File: src/rtl/deserializer_if.sv
// Serial-in / parallel-out bus for the deserializer: serial stream, sync pulse,
// output handshake and status flags.
interface deserializer_if #(
  parameter int WIDTH = 8
);
  logic             serial_in;
  logic             start;
  logic             out_ready;
  logic             err_clr;
  logic [WIDTH-1:0] data_out;
  logic             out_valid;
  logic             busy;
  logic             frame_err;
  logic             overrun;
  logic [7:0]       frame_cnt;

  modport slave (
    input  serial_in, start, out_ready, err_clr,
    output data_out, out_valid, busy, frame_err, overrun, frame_cnt
  );

  modport master (
    output serial_in, start, out_ready, err_clr,
    input  data_out, out_valid, busy, frame_err, overrun, frame_cnt
  );
endinterface

File: src/rtl/deserializer.sv
// LSB-first serial-to-parallel converter framed by a one-cycle start pulse,
// with a valid/ready output register, sticky error flags and a frame counter.
module deserializer #(
  parameter int WIDTH = 8
) (
  input  logic           clk,
  input  logic           rst_n,
  deserializer_if.slave  bus
);
  localparam int CW = (WIDTH > 1) ? $clog2(WIDTH) : 1;
  localparam logic [CW-1:0] LAST_BIT = CW'(WIDTH - 1);

  typedef enum logic {IDLE, RECV} state_t;

  state_t           state_reg;
  logic [CW-1:0]    cnt_reg;
  logic [WIDTH-1:0] shift_reg;
  logic [WIDTH-1:0] data_reg;
  logic             valid_reg;
  logic             frame_err_reg;
  logic             overrun_reg;
  logic [7:0]       frame_cnt_reg;
  logic [WIDTH-1:0] word_next;

  // The committed word must include the bit arriving on the final edge.
  always_comb begin
    word_next          = shift_reg;
    word_next[cnt_reg] = bus.serial_in;
  end

  always_ff @(posedge clk or negedge rst_n) begin
    if (!rst_n) begin
      state_reg     <= IDLE;
      cnt_reg       <= '0;
      shift_reg     <= '0;
      data_reg      <= '0;
      valid_reg     <= 1'b0;
      frame_err_reg <= 1'b0;
      overrun_reg   <= 1'b0;
      frame_cnt_reg <= '0;
    end else begin
      // Clears come first so a set later in this block takes priority.
      if (bus.err_clr) begin
        frame_err_reg <= 1'b0;
        overrun_reg   <= 1'b0;
      end
      if (valid_reg && bus.out_ready) begin
        valid_reg <= 1'b0;
      end

      case (state_reg)
        IDLE: begin
          if (bus.start) begin
            state_reg <= RECV;
            cnt_reg   <= '0;
            shift_reg <= '0;
          end
        end
        RECV: begin
          if (bus.start) begin
            frame_err_reg <= 1'b1;
            cnt_reg       <= '0;
            shift_reg     <= '0;
          end else if (cnt_reg == LAST_BIT) begin
            data_reg      <= word_next;
            valid_reg     <= 1'b1;
            frame_cnt_reg <= frame_cnt_reg + 8'd1;
            if (valid_reg && !bus.out_ready) begin
              overrun_reg <= 1'b1;
            end
            shift_reg <= word_next;
            cnt_reg   <= '0;
            state_reg <= IDLE;
          end else begin
            shift_reg <= word_next;
            cnt_reg   <= cnt_reg + 1'b1;
          end
        end
        default: state_reg <= IDLE;
      endcase
    end
  end

  assign bus.data_out  = data_reg;
  assign bus.out_valid = valid_reg;
  assign bus.busy      = (state_reg == RECV);
  assign bus.frame_err = frame_err_reg;
  assign bus.overrun   = overrun_reg;
  assign bus.frame_cnt = frame_cnt_reg;
endmodule
File: src/flat_wrapper.sv
// flat-port wrapper written by rule: the top's interface ports become plain ports
module deserializer_flat 
#(
  parameter int WIDTH = 8
)
  (clk, rst_n, bus_serial_in, bus_start, bus_out_ready, bus_err_clr, bus_data_out, bus_out_valid, bus_busy, bus_frame_err, bus_overrun, bus_frame_cnt);
  deserializer_if #(.WIDTH(WIDTH)) bus_i ();
  input  logic clk;
  input  logic rst_n;
  input wire logic [$bits(bus_i.serial_in)-1:0] bus_serial_in;
  input wire logic [$bits(bus_i.start)-1:0] bus_start;
  input wire logic [$bits(bus_i.out_ready)-1:0] bus_out_ready;
  input wire logic [$bits(bus_i.err_clr)-1:0] bus_err_clr;
  output wire logic [$bits(bus_i.data_out)-1:0] bus_data_out;
  output wire logic [$bits(bus_i.out_valid)-1:0] bus_out_valid;
  output wire logic [$bits(bus_i.busy)-1:0] bus_busy;
  output wire logic [$bits(bus_i.frame_err)-1:0] bus_frame_err;
  output wire logic [$bits(bus_i.overrun)-1:0] bus_overrun;
  output wire logic [$bits(bus_i.frame_cnt)-1:0] bus_frame_cnt;
  assign bus_i.serial_in = bus_serial_in;
  assign bus_i.start = bus_start;
  assign bus_i.out_ready = bus_out_ready;
  assign bus_i.err_clr = bus_err_clr;
  assign bus_data_out = bus_i.data_out;
  assign bus_out_valid = bus_i.out_valid;
  assign bus_busy = bus_i.busy;
  assign bus_frame_err = bus_i.frame_err;
  assign bus_overrun = bus_i.overrun;
  assign bus_frame_cnt = bus_i.frame_cnt;
  deserializer #(.WIDTH(WIDTH)) u_core (.clk(clk), .rst_n(rst_n), .bus(bus_i));
endmodule
File: config.mk
export PLATFORM = sky130hd
export DESIGN_NAME = deserializer_flat
export DESIGN_NICKNAME = d
export VERILOG_FILES = /design/src/rtl/deserializer_if.sv /design/src/rtl/deserializer.sv /design/src/flat_wrapper.sv
export SDC_FILE = /design/constraint.sdc
export NUM_CORES = 1
export LEC_CHECK = 0
export CAP_MARGIN = 15
export CORE_MARGIN = 1.5
export CORE_UTILIZATION = 47
export CTS_CLUSTER_DIAMETER = 50
export DETAILED_ROUTE_END_ITERATION = 12
export GPL_TIMING_DRIVEN = 0
export PLACE_DENSITY = 0.76
export SLEW_MARGIN = 10
export SYNTH_ARGS = -nofsm -noshare
export SYNTH_HDL_FRONTEND = slang
export SYNTH_SLANG_ARGS = --single-unit
File: constraint.sdc
create_clock -name clk -period 1.4 [get_ports clk]
set_input_delay 0.14 -clock clk [delete_from_list [all_inputs] [get_ports clk]]
set_output_delay 0.14 -clock clk [all_outputs]
set_load 0.02 [all_outputs]
==> run metrics, run 1 <==
status=finished, violations left; failing checks=negative setup slack; leading cell type in the layout, fill and taps excluded=dfrtp_1; hpwl dp=2240 um; FF+latch area=around 780 um^2; total grt overflow=0; critical path arrival=about 1700 ps; antenna violations before repair=0; Top Ports=26; core area=about 3100 um^2; Syn Area/Cell=11.3 um^2; row cnt=20; Synth Area in XOR/XNOR=under 10%; Layout area overhead=33.0%; critical path type=flip-flop to flip-flop; remaining antenna violation count=0; worst flop-to-flop path startpoint=u_core.cnt_reg[1]; HP Class=primary input to flip-flop; Worst Setup Slack, final=-58.2 ps; multiplexer share of the synthesized area=a little under an eighth; Tmin final=1460 ps; Die Span X=just over 60 um; largest family of logic cells by synthesized area=simple AND/OR/NAND/NOR gates; CTS tree=done; height of the die=approximately 61 um; fmax=around 690 MHz; initial drt markers=32; post-layout util=~67%; Placed Area=roughly 1900 um^2; internal reg-to-reg setup slack=-60 ps; H-Tree Depth=2; RSZ-0062 raised after global routing=true; Crit Reg-Reg Endpoint=u_core.bus.frame_cnt[6]; Slew Viols, Final=0; clock sinks=31; Nets=around 190; fillers=around 240; die area=around 3700 um^2; Setup Viol. Count Final=7; Starting Density=between 50% and 60%; Slew @ Worst Pin=roughly 700 ps; hold path start=bus_err_clr; Pleak=1.07 nW; Post-Synth Simple-Gate Area=23.1%; antenna cells=0; WL final=between 3000 and 4000 um; Slew HR=roughly 54%; R2R cell count=6; worst vdd ir=about 0.68 mV; first-pass GRT wire length=5350 um; Post-Route Skew=approximately 13 ps; CP delay by family, top=flip-flops; total CTS buffers=5; drt first pass iters=4; largest net degree at the start of global routing=32; flops & latches, synth=31; most frequent cells in the layout=dfrtp_1, dlygate4sd2_1, mux2i_1; Critical-path top delay cell=dfrtp_2; Power Density=approximately 1000 nW/um^2; Synth Area in Compound Gates=between 4 and 5%; Final Hold Viols=0; syn nets=150; Mapped Cells=140; Worst EP required=1660 ps; startpoint types=flip-flop; register area share after synthesis=roughly half; Post-Synth Adder-Cell Area=under 10%; worst-path cell chain=ha_4 > ha_4 > and3b_2 > buf_6 > nand4_1 > xnor2_1; WHS Endpoint=u_core.bus.overrun; Yosys warnings=0; fin crit share=104%; DRC Markers=0; Crit path buffers/inverters=1; Via density=5.23; IO Port Bufs=25; share of cells above drive strength 1=between 20% and 30%; Worst Setup SP=u_core.cnt_reg[1]; Clock transition at path regs=between 100 and 150 ps; Max FO, Critical Path=5; via count=~1.2k; number of global-route vias before repair=approximately 1.1k; routability congestion estimate=roughly 0.73; Hold Path Cell Cnt=2; Critical Path End Type=flip-flop; wire length per cell=roughly 15 um; Power Total=between 2 and 2.5 mW; Post-Syn Area=1580 um^2; Critical Path Most Common Cell=ha_4; Root Buffer=clkbuf_4; Multi-input gate area=between 800 and 900 um^2; gr usage total=around a fifth; max incr delay on CP=approximately 440 ps; deepest clock path buffer count=2; Clock Latency Late Sink=340 ps; max cap viols=0; Netlist cell types=32; post-route cell area=around 2100 um^2
Yosys cell counts, drive strengths merged:
cell type	instances	area (um^2)
o22ai	1	6.26
mux2	1	11.3
xnor2	4	35.0
nor4b	1	15.0
o21ai	1	5.00
inv	3	11.3
nand2	7	26.3
a21oi	9	45.0
dfrtp	31	776
nand2b	3	18.8
nand3b	6	61.3
mux2i	17	170
buf	7	58.8
and4bb	3	37.5
clkbuf	2	11.3
nand4	4	25.0
nand4b	3	26.3
and3b	1	8.76
ha	4	50.1
and3	1	6.26
a21o	1	7.51
xor2	3	26.3
nand3	2	10.0
nor2	19	71.3
nor3b	3	37.5
nor3	3	20.0
final cells by class:
cell class,instances,area share [%]
Buffer,9,3.82
Tap cell,44,2.62
Timing Repair Buffer,32,13.5
Clock buffer,7,3.10
Sequential cell,31,37.1
Clock inverter,1,0.358
Multi-Input combinational cell,97,38.9
Inverter,3,0.537
metal layers:
layer / track usage, % / up-vias / part of all wire (%)
met5: 0 / - / 0
met4: 7.76 / 0 / 1.6
met3: 6.18 / 8 / 3.7
met2: 30.3 / 24 / 47
met1: 27.1 / 573 / 48
li1: - / 567 / -
kinds of logic (layout without fill, tap and decap cells):
kind of cell	Yosys count	in the layout
simple gates	56	56
flops	31	31
mux	18	18
compound gates	12	12
buf+inv	12	52
xor+xnor	7	7
fa+ha+maj	4	4
worst max path at each step:
stage                         endpoint  slack, ps  depth (start not counted)
2_1_floorplan  u_core.bus.frame_cnt[4]        -30                          6
3_3_place_gp         u_core.cnt_reg[1]       -420                          1
3_5_place_dp   u_core.bus.frame_cnt[6]       -160                          6
4_1_cts        u_core.bus.frame_cnt[6]        -60                          6
5_1_grt        u_core.bus.frame_cnt[4]       -110                          6
6_report       u_core.bus.frame_cnt[6]        -60                          6
per-stage QoR:
stage | setup TNS (ps) | hold slack (ps) | worst slack [ps] | instances
final | -145 | 381 | -58.2 | 224
after global routing | -632 | 380 | -107 | 224
after CTS | -139 | 386 | -62.0 | 222
after detailed placement | -1070 | 224 | -164 | 209
after global placement | -10780 | 457 | -423 | 209
after floorplan | -44.1 | -156 | -25.2 | 140
report_power, final:
group / switching (mW) / leakage, nW / total, mW / internal, mW
Clock: 0.329 / 0.0375 / 0.622 / 0.293
Combinational: 0.251 / 0.624 / 0.480 / 0.229
Sequential: 0.0666 / 0.412 / 1.04 / 0.970
timing repair:
action | in CTS | in global routing
endpoints found under the hold margin | 31 | 0
pin swaps | 4 | 6
hold buffers | 1 | 0
cloned | 1 | 0
buffers inserted | 3 | 2
resized for setup | 31 | 14
endpoints found under the setup margin | 35 | 16
(Power assumes the default switching activity.)
==> run 2, diff against run 1 <==
CORE_MARGIN = 2   (was 1.5)
RECOVER_POWER = 100   (was unset)
==> run 2 against run 1 <==
  * The flow still finishes with violations (negative setup slack)
  * Largest cell class unchanged
  * Combinational power about the same
  * Final area increased by 0.24%
  * Clock power decreased by 3.7%
  * Sequential power about the same
  * Non-clock buffer count increased by 1
  * Power decreased by 1.4%
  * Critical path type unchanged
  * Maximum frequency increased by 0.28%
  * Wire length increased by 0.33%
  * Core utilization decreased by 3.0 points
==> run metrics, run 2 (synthesis results as in run 1) <==
H-Tree Depth=2 (unchanged); Slew Viols, Final=0 (unchanged); Root Buffer=clkbuf_4 (unchanged); Top Ports=26 (unchanged); fin crit share=104% (about the same); row cnt=21 (was 20); leading cell type in the layout, fill and taps excluded=dfrtp_1 (unchanged); fmax=688 MHz (was 686 MHz); Placed Cells=211 (was 209); hpwl dp=2080 um (was 2240 um); most frequent cells in the layout=dfrtp_1, dlygate4sd2_1, mux2i_1 (unchanged); Critical Path End Type=flip-flop (unchanged); die area=3840 um^2 (was 3710 um^2); Hold Path Cell Cnt=2 (unchanged); DRC Markers=0 (unchanged); Slew @ Worst Pin=774 ps (was 697 ps); deepest clock path buffer count=2 (unchanged); antenna violations before repair=0 (unchanged); Critical-path top delay cell=dfrtp_2 (unchanged); clock sinks=31 (unchanged); Setup Viol. Count Final=3 (was 7); core area=3280 um^2 (was 3130 um^2); Final Hold Viols=0 (unchanged); critical path arrival=1680 ps (was 1710 ps); Slew HR=48.4% (was 53.6%); Nets=190 (was 189); largest net degree at the start of global routing=32 (unchanged); post-route cell area=2100 um^2 (about the same); routability congestion estimate=0.780 (was 0.728); initial drt markers=51 (was 32); Pleak=1.08 nW (was 1.07 nW); Worst EP required=1630 ps (was 1660 ps); Tmin final=1450 ps (was 1460 ps); total grt overflow=0 (unchanged); Power Density=1000 nW/um^2 (was 1020 nW/um^2); CTS tree=done (unchanged); first-pass GRT wire length=5490 um (was 5350 um); failing checks=negative setup slack (unchanged); total CTS buffers=5 (unchanged); Die Span X=61.9 um (was 60.9 um); worst-path cell chain=ha_4 > ha_4 > and3b_2 > buf_6 > nand4_1 > xnor2_1 (unchanged); number of global-route vias before repair=1162 (was 1145); Placed Area=1910 um^2 (about the same); R2R cell count=6 (unchanged); Critical Path Most Common Cell=ha_4 (unchanged); max cap viols=0 (unchanged); Post-Route Skew=5.88 ps (was 12.5 ps); via count=1162 (was 1172); status=finished, violations left (unchanged); worst vdd ir=0.615 mV (was 0.684 mV); Max FO, Critical Path=5 (unchanged); WL final=3300 um (was 3290 um); Layout area overhead=33.3% (was 33.0%); Clock transition at path regs=100 ps (was 110 ps); gr usage total=20.3% (was 20.0%); wire length per cell=14.5 um (was 14.7 um); Clock Latency Late Sink=340 ps (about the same); antenna cells=0 (unchanged); share of cells above drive strength 1=29.3% (was 28.9%); setup tns final=-113 ps (was -145 ps); height of the die=61.9 um (was 60.9 um); IO Port Bufs=25 (unchanged); HP Class=primary input to flip-flop (unchanged); critical path type=flip-flop to flip-flop (unchanged); Final Instance Count excl. Fillers=227 (was 224); startpoint types=flip-flop (unchanged); Worst Setup Slack, final=-54.1 ps (was -58.2 ps); max incr delay on CP=400 ps (was 440 ps); Starting Density=48.0% (was 50.4%); RSZ-0062 raised after global routing=true (unchanged); internal reg-to-reg setup slack=-50 ps (was -60 ps); remaining antenna violation count=0 (unchanged); Via density=5.12 (was 5.23); drt first pass iters=4 (unchanged)
## run 2: cell count changes in the layout (fill, tap and decap cells not counted), sizes merged
| cell | previous run | this run |
|---|---|---|
| clkbuf | 9 | 11 |
| clkinvlp | 1 | 0 |
## run 2: report_power, final
group	leakage, nW	total [mW]	switching [mW]	internal [mW]
clock network	0.0386	0.599	0.304	0.295
logic	0.630	0.481	0.249	0.232
registers	0.412	1.03	0.0581	0.970
## run 2: stage by stage
step	utilization, %	setup WS [ps]	hold slack, ps	power [mW]
2_1_floorplan	-	-25.2	-156	1.32
3_3_place_gp	58.4	-474	456	1.50
3_5_place_dp	58.2	-178	227	1.51
4_1_cts	61.4	-51.5	379	2.09
5_1_grt	64.0	-133	401	2.23
6_report	64.0	-54.1	393	2.11
## run 2: layout make-up
cell class | instances | area [um^2]
buffer | 9 | 80.1
clock buffer | 8 | 68.8
fill | 291 | 1180
inverter | 3 | 11.3
multi-input combinational | 97 | 820
sequential | 31 | 779
tap | 46 | 57.6
timing repair buffer | 33 | 287
## run 2: final timing paths
check,startpoint,to
max,u_core.cnt_reg[0],u_core.bus.frame_cnt[4]
min,bus_err_clr,u_core.bus.overrun
max reg2reg,u_core.cnt_reg[0],u_core.bus.frame_cnt[4]
min reg2reg,u_core.bus.frame_cnt[7],u_core.bus.frame_cnt[7]
max in group asynchronous,rst_n,u_core.cnt_reg[2]
min in group asynchronous,rst_n,u_core.shift_reg[7]
## run 2: repair_timing
action,CTS,global route
endpoints found under the hold margin,31,0
setup buffers,3,3
gates cloned,1,0
hold buffers,1,0
pin swaps,3,4
resized for setup,29,15
setup endpoints to repair,35,16
## run 2: worst max-delay path, delay by kind of cell, from the launching register on
family,cells,cell delay [ps]
DFF,1,400
and+or+nand+nor,2,370
adders and majority gates,2,270
buffers and inverters,1,150
xor gates and xnor gates,1,140
## run 2: layer usage
metal	vias up	track usage, %	part of all wire (%)
met5	-	0	0
met4	0	7.29	1.5
met3	6	5.59	4.4
met2	25	34.8	50
met1	563	24.2	44
li1	568	-	-
==> run 3, diff against run 2 <==
CORE_ASPECT_RATIO = 1.25   (was unset)
CTS_CLUSTER_SIZE = 10   (was unset)
PLACE_DENSITY = unset   (was 0.76)
PLACE_DENSITY_LB_ADDON = 0.12   (was unset)
==> run 3 against run 2 <==
  * The run still ends with negative setup slack left
  * Wire length up 0.36%
  * Clock skew down 1.3 ps
  * Flip-flop and latch count unchanged
  * Setup slack better by 40 ps
  * Critical endpoint is now u_core.bus.data_out[6]
  * Highest routed layer unchanged
==> run metrics, run 3 (synthesis results as in run 1) <==
Cell Int Power=1.73 mW (was 1.50 mW); leading cell type in the layout, fill and taps excluded=dfrtp_1 (unchanged); fin crit share=101% (was 104%); stages on the worst setup path=6 (unchanged); height of the die=68.8 um (was 61.9 um); startpoint types=flip-flop (unchanged); Top Ports=26 (unchanged); Worst Setup SP=u_core.cnt_reg[0] (unchanged); deepest clock path buffer count=2 (unchanged); Die Span X=55.8 um (was 61.9 um); status=finished, violations left (unchanged); Post-Route Skew=4.57 ps (was 5.88 ps); Max FO, Critical Path=10 (was 5); Via density=5.38 (was 5.12); Critical Path Sink=u_core.bus.data_out[6] (was u_core.bus.frame_cnt[4]); drt first pass iters=4 (unchanged); wire length per cell=15.2 um (was 14.5 um); Sw Share=26.9% (was 29.0%); worst flop-to-flop path startpoint=u_core.cnt_reg[0] (unchanged); WL final=3310 um (was 3300 um); clock sinks=31 (unchanged); first-pass GRT wire length=5400 um (was 5490 um); Crit Reg-Reg Endpoint=u_core.bus.data_out[6] (was u_core.bus.frame_cnt[4]); total grt overflow=0 (unchanged); most frequent cells in the layout=dfrtp_1, nor2_1, mux2i_1 (was dfrtp_1, dlygate4sd2_1, mux2i_1); H-Tree Depth=2 (unchanged); Slew @ Worst Pin=769 ps (was 774 ps); fmax=707 MHz (was 688 MHz); Critical Path End Type=flip-flop (unchanged); hpwl dp=2220 um (was 2080 um); Critical Path Most Common Cell=ha_4 (unchanged); largest net degree at the start of global routing=32 (unchanged); die area=3840 um^2 (about the same); routability congestion estimate=0.770 (was 0.780); total CTS buffers=5 (unchanged); CP delay by family, top=flip-flops (unchanged); Slew HR=48.8% (was 48.4%); Layout area overhead=27.5% (was 33.3%); Clock Latency Late Sink=280 ps (was 340 ps); Clock transition at path regs=70 ps (was 100 ps); initial drt markers=21 (was 51); final hold slack=459 ps (was 393 ps); Placed Cells=202 (was 211); worst vdd ir=0.926 mV (was 0.615 mV); via count=1167 (was 1162); gr usage total=18.2% (was 20.3%); Starting Density=49.0% (was 48.0%); row cnt=23 (was 21); max cap viols=0 (unchanged); Sequential Power Share=43.1% (was 48.8%); RSZ-0062 raised after global routing=true (unchanged); antenna cells=0 (unchanged); Power Density=1180 nW/um^2 (was 1000 nW/um^2); Worst Setup Slack, final=-13.9 ps (was -54.1 ps); clock share of power=38.6% (was 28.4%); Tmin final=1410 ps (was 1450 ps); Slew Viols, Final=0 (unchanged); critical path type=flip-flop to flip-flop (unchanged); critical path arrival=1580 ps (was 1680 ps); post-route cell area=2010 um^2 (was 2100 um^2); Psw=0.637 mW (was 0.612 mW); Final Hold Viols=0 (unchanged); Crit path buffers/inverters=1 (unchanged); Final Instance Count excl. Fillers=217 (was 227); antenna violations before repair=0 (unchanged); Comb power frac=18.3% (was 22.8%); CTS tree=done (unchanged); IO Port Bufs=25 (unchanged); share of cells above drive strength 1=23.9% (was 29.3%); HP Class=flip-flop to flip-flop (was primary input to flip-flop); number of global-route vias before repair=1172 (was 1162); failing checks=negative setup slack (unchanged); Worst EP required=1560 ps (was 1630 ps); Root Buffer=clkbuf_8 (was clkbuf_4); internal reg-to-reg setup slack=-10 ps (was -50 ps); Pleak=1.01 nW (was 1.08 nW); remaining antenna violation count=0 (unchanged); max incr delay on CP=420 ps (was 400 ps); Nets=189 (was 190); worst-path cell chain=ha_4 > ha_4 > and3b_2 > buf_4 > nor2_1 > a21oi_1 (was ha_4 > ha_4 > and3b_2 > buf_6 > nand4_1 > xnor2_1); Placed Area=1900 um^2 (was 1910 um^2); Critical-path top delay cell=dfrtp_2 (unchanged); Setup Viol. Count Final=1 (was 3); DRC Markers=0 (unchanged); core area=3220 um^2 (was 3280 um^2); R2R cell count=6 (unchanged)
run 3: final cells by class:
type / count / area [um^2]
Timing Repair Buffer: 32 / 213
Sequential cell: 31 / 779
Fill cell: 285 / 1210
Tap cell: 37 / 46.3
Multi-Input combinational cell: 97 / 768
Clock inverter: 2 / 35.0
Inverter: 3 / 11.3
Buffer: 9 / 76.3
Clock buffer: 6 / 82.6
run 3: worst min path at each step:
| stage | startpoint | to | slack [ps] | cells after the start |
|---|---|---|---|---|
| 2_1_floorplan | rst_n | u_core.bus.busy | -160 | 0 |
| 3_3_place_gp | u_core.bus.frame_cnt[7] | u_core.bus.frame_cnt[7] | 460 | 1 |
| 3_5_place_dp | rst_n | u_core.bus.out_valid | 230 | 1 |
| 4_1_cts | rst_n | u_core.bus.frame_cnt[7] | 460 | 2 |
| 5_1_grt | bus_err_clr | u_core.bus.frame_err | 460 | 2 |
| 6_report | u_core.bus.frame_cnt[7] | u_core.bus.frame_cnt[7] | 460 | 1 |
run 3: metal layers:
| metal | GRT usage [%] | wire length (um) | share of wire [%] |
|---|---|---|---|
| met2 | 32.4 | 1660 | 50 |
| met3 | 5.78 | 163 | 4.9 |
| met4 | 4.76 | 27 | 0.82 |
| met5 | 0 | 0 | 0 |
| met1 | 21.7 | 1460 | 44 |
run 3: power by group through the flow:
stage	clock network, mW	logic, mW	registers [mW]
after floorplan	0	0.200	1.12
after global placement	0	0.450	1.05
after detailed placement	0	0.457	1.06
after CTS	0.943	0.482	1.02
after global routing	0.988	0.473	1.03
final	0.915	0.433	1.02
run 3: through the flow:
| stage | utilization [%] | total power, mW | setup TNS [ps] | setup WS [ps] |
|---|---|---|---|---|
| after floorplan | - | 1.32 | -44.1 | -25.2 |
| after global placement | 59.1 | 1.50 | -11220 | -439 |
| after detailed placement | 59.0 | 1.51 | -773 | -118 |
| after CTS | 63.2 | 2.45 | -1.80 | -1.80 |
| after global routing | 62.4 | 2.49 | -499 | -71.1 |
| final | 62.4 | 2.37 | -13.9 | -13.9 |
run 3: what timing repair did:
action / 4_1_cts / 5_1_grt
hold buffers: 1 / 0
pin swaps: 1 / 3
gates cloned: 0 / 1
endpoints found under the hold margin: 31 / 0
setup endpoints to repair: 23 / 18
gates resized for setup: 10 / 17
buffers inserted: 2 / 3
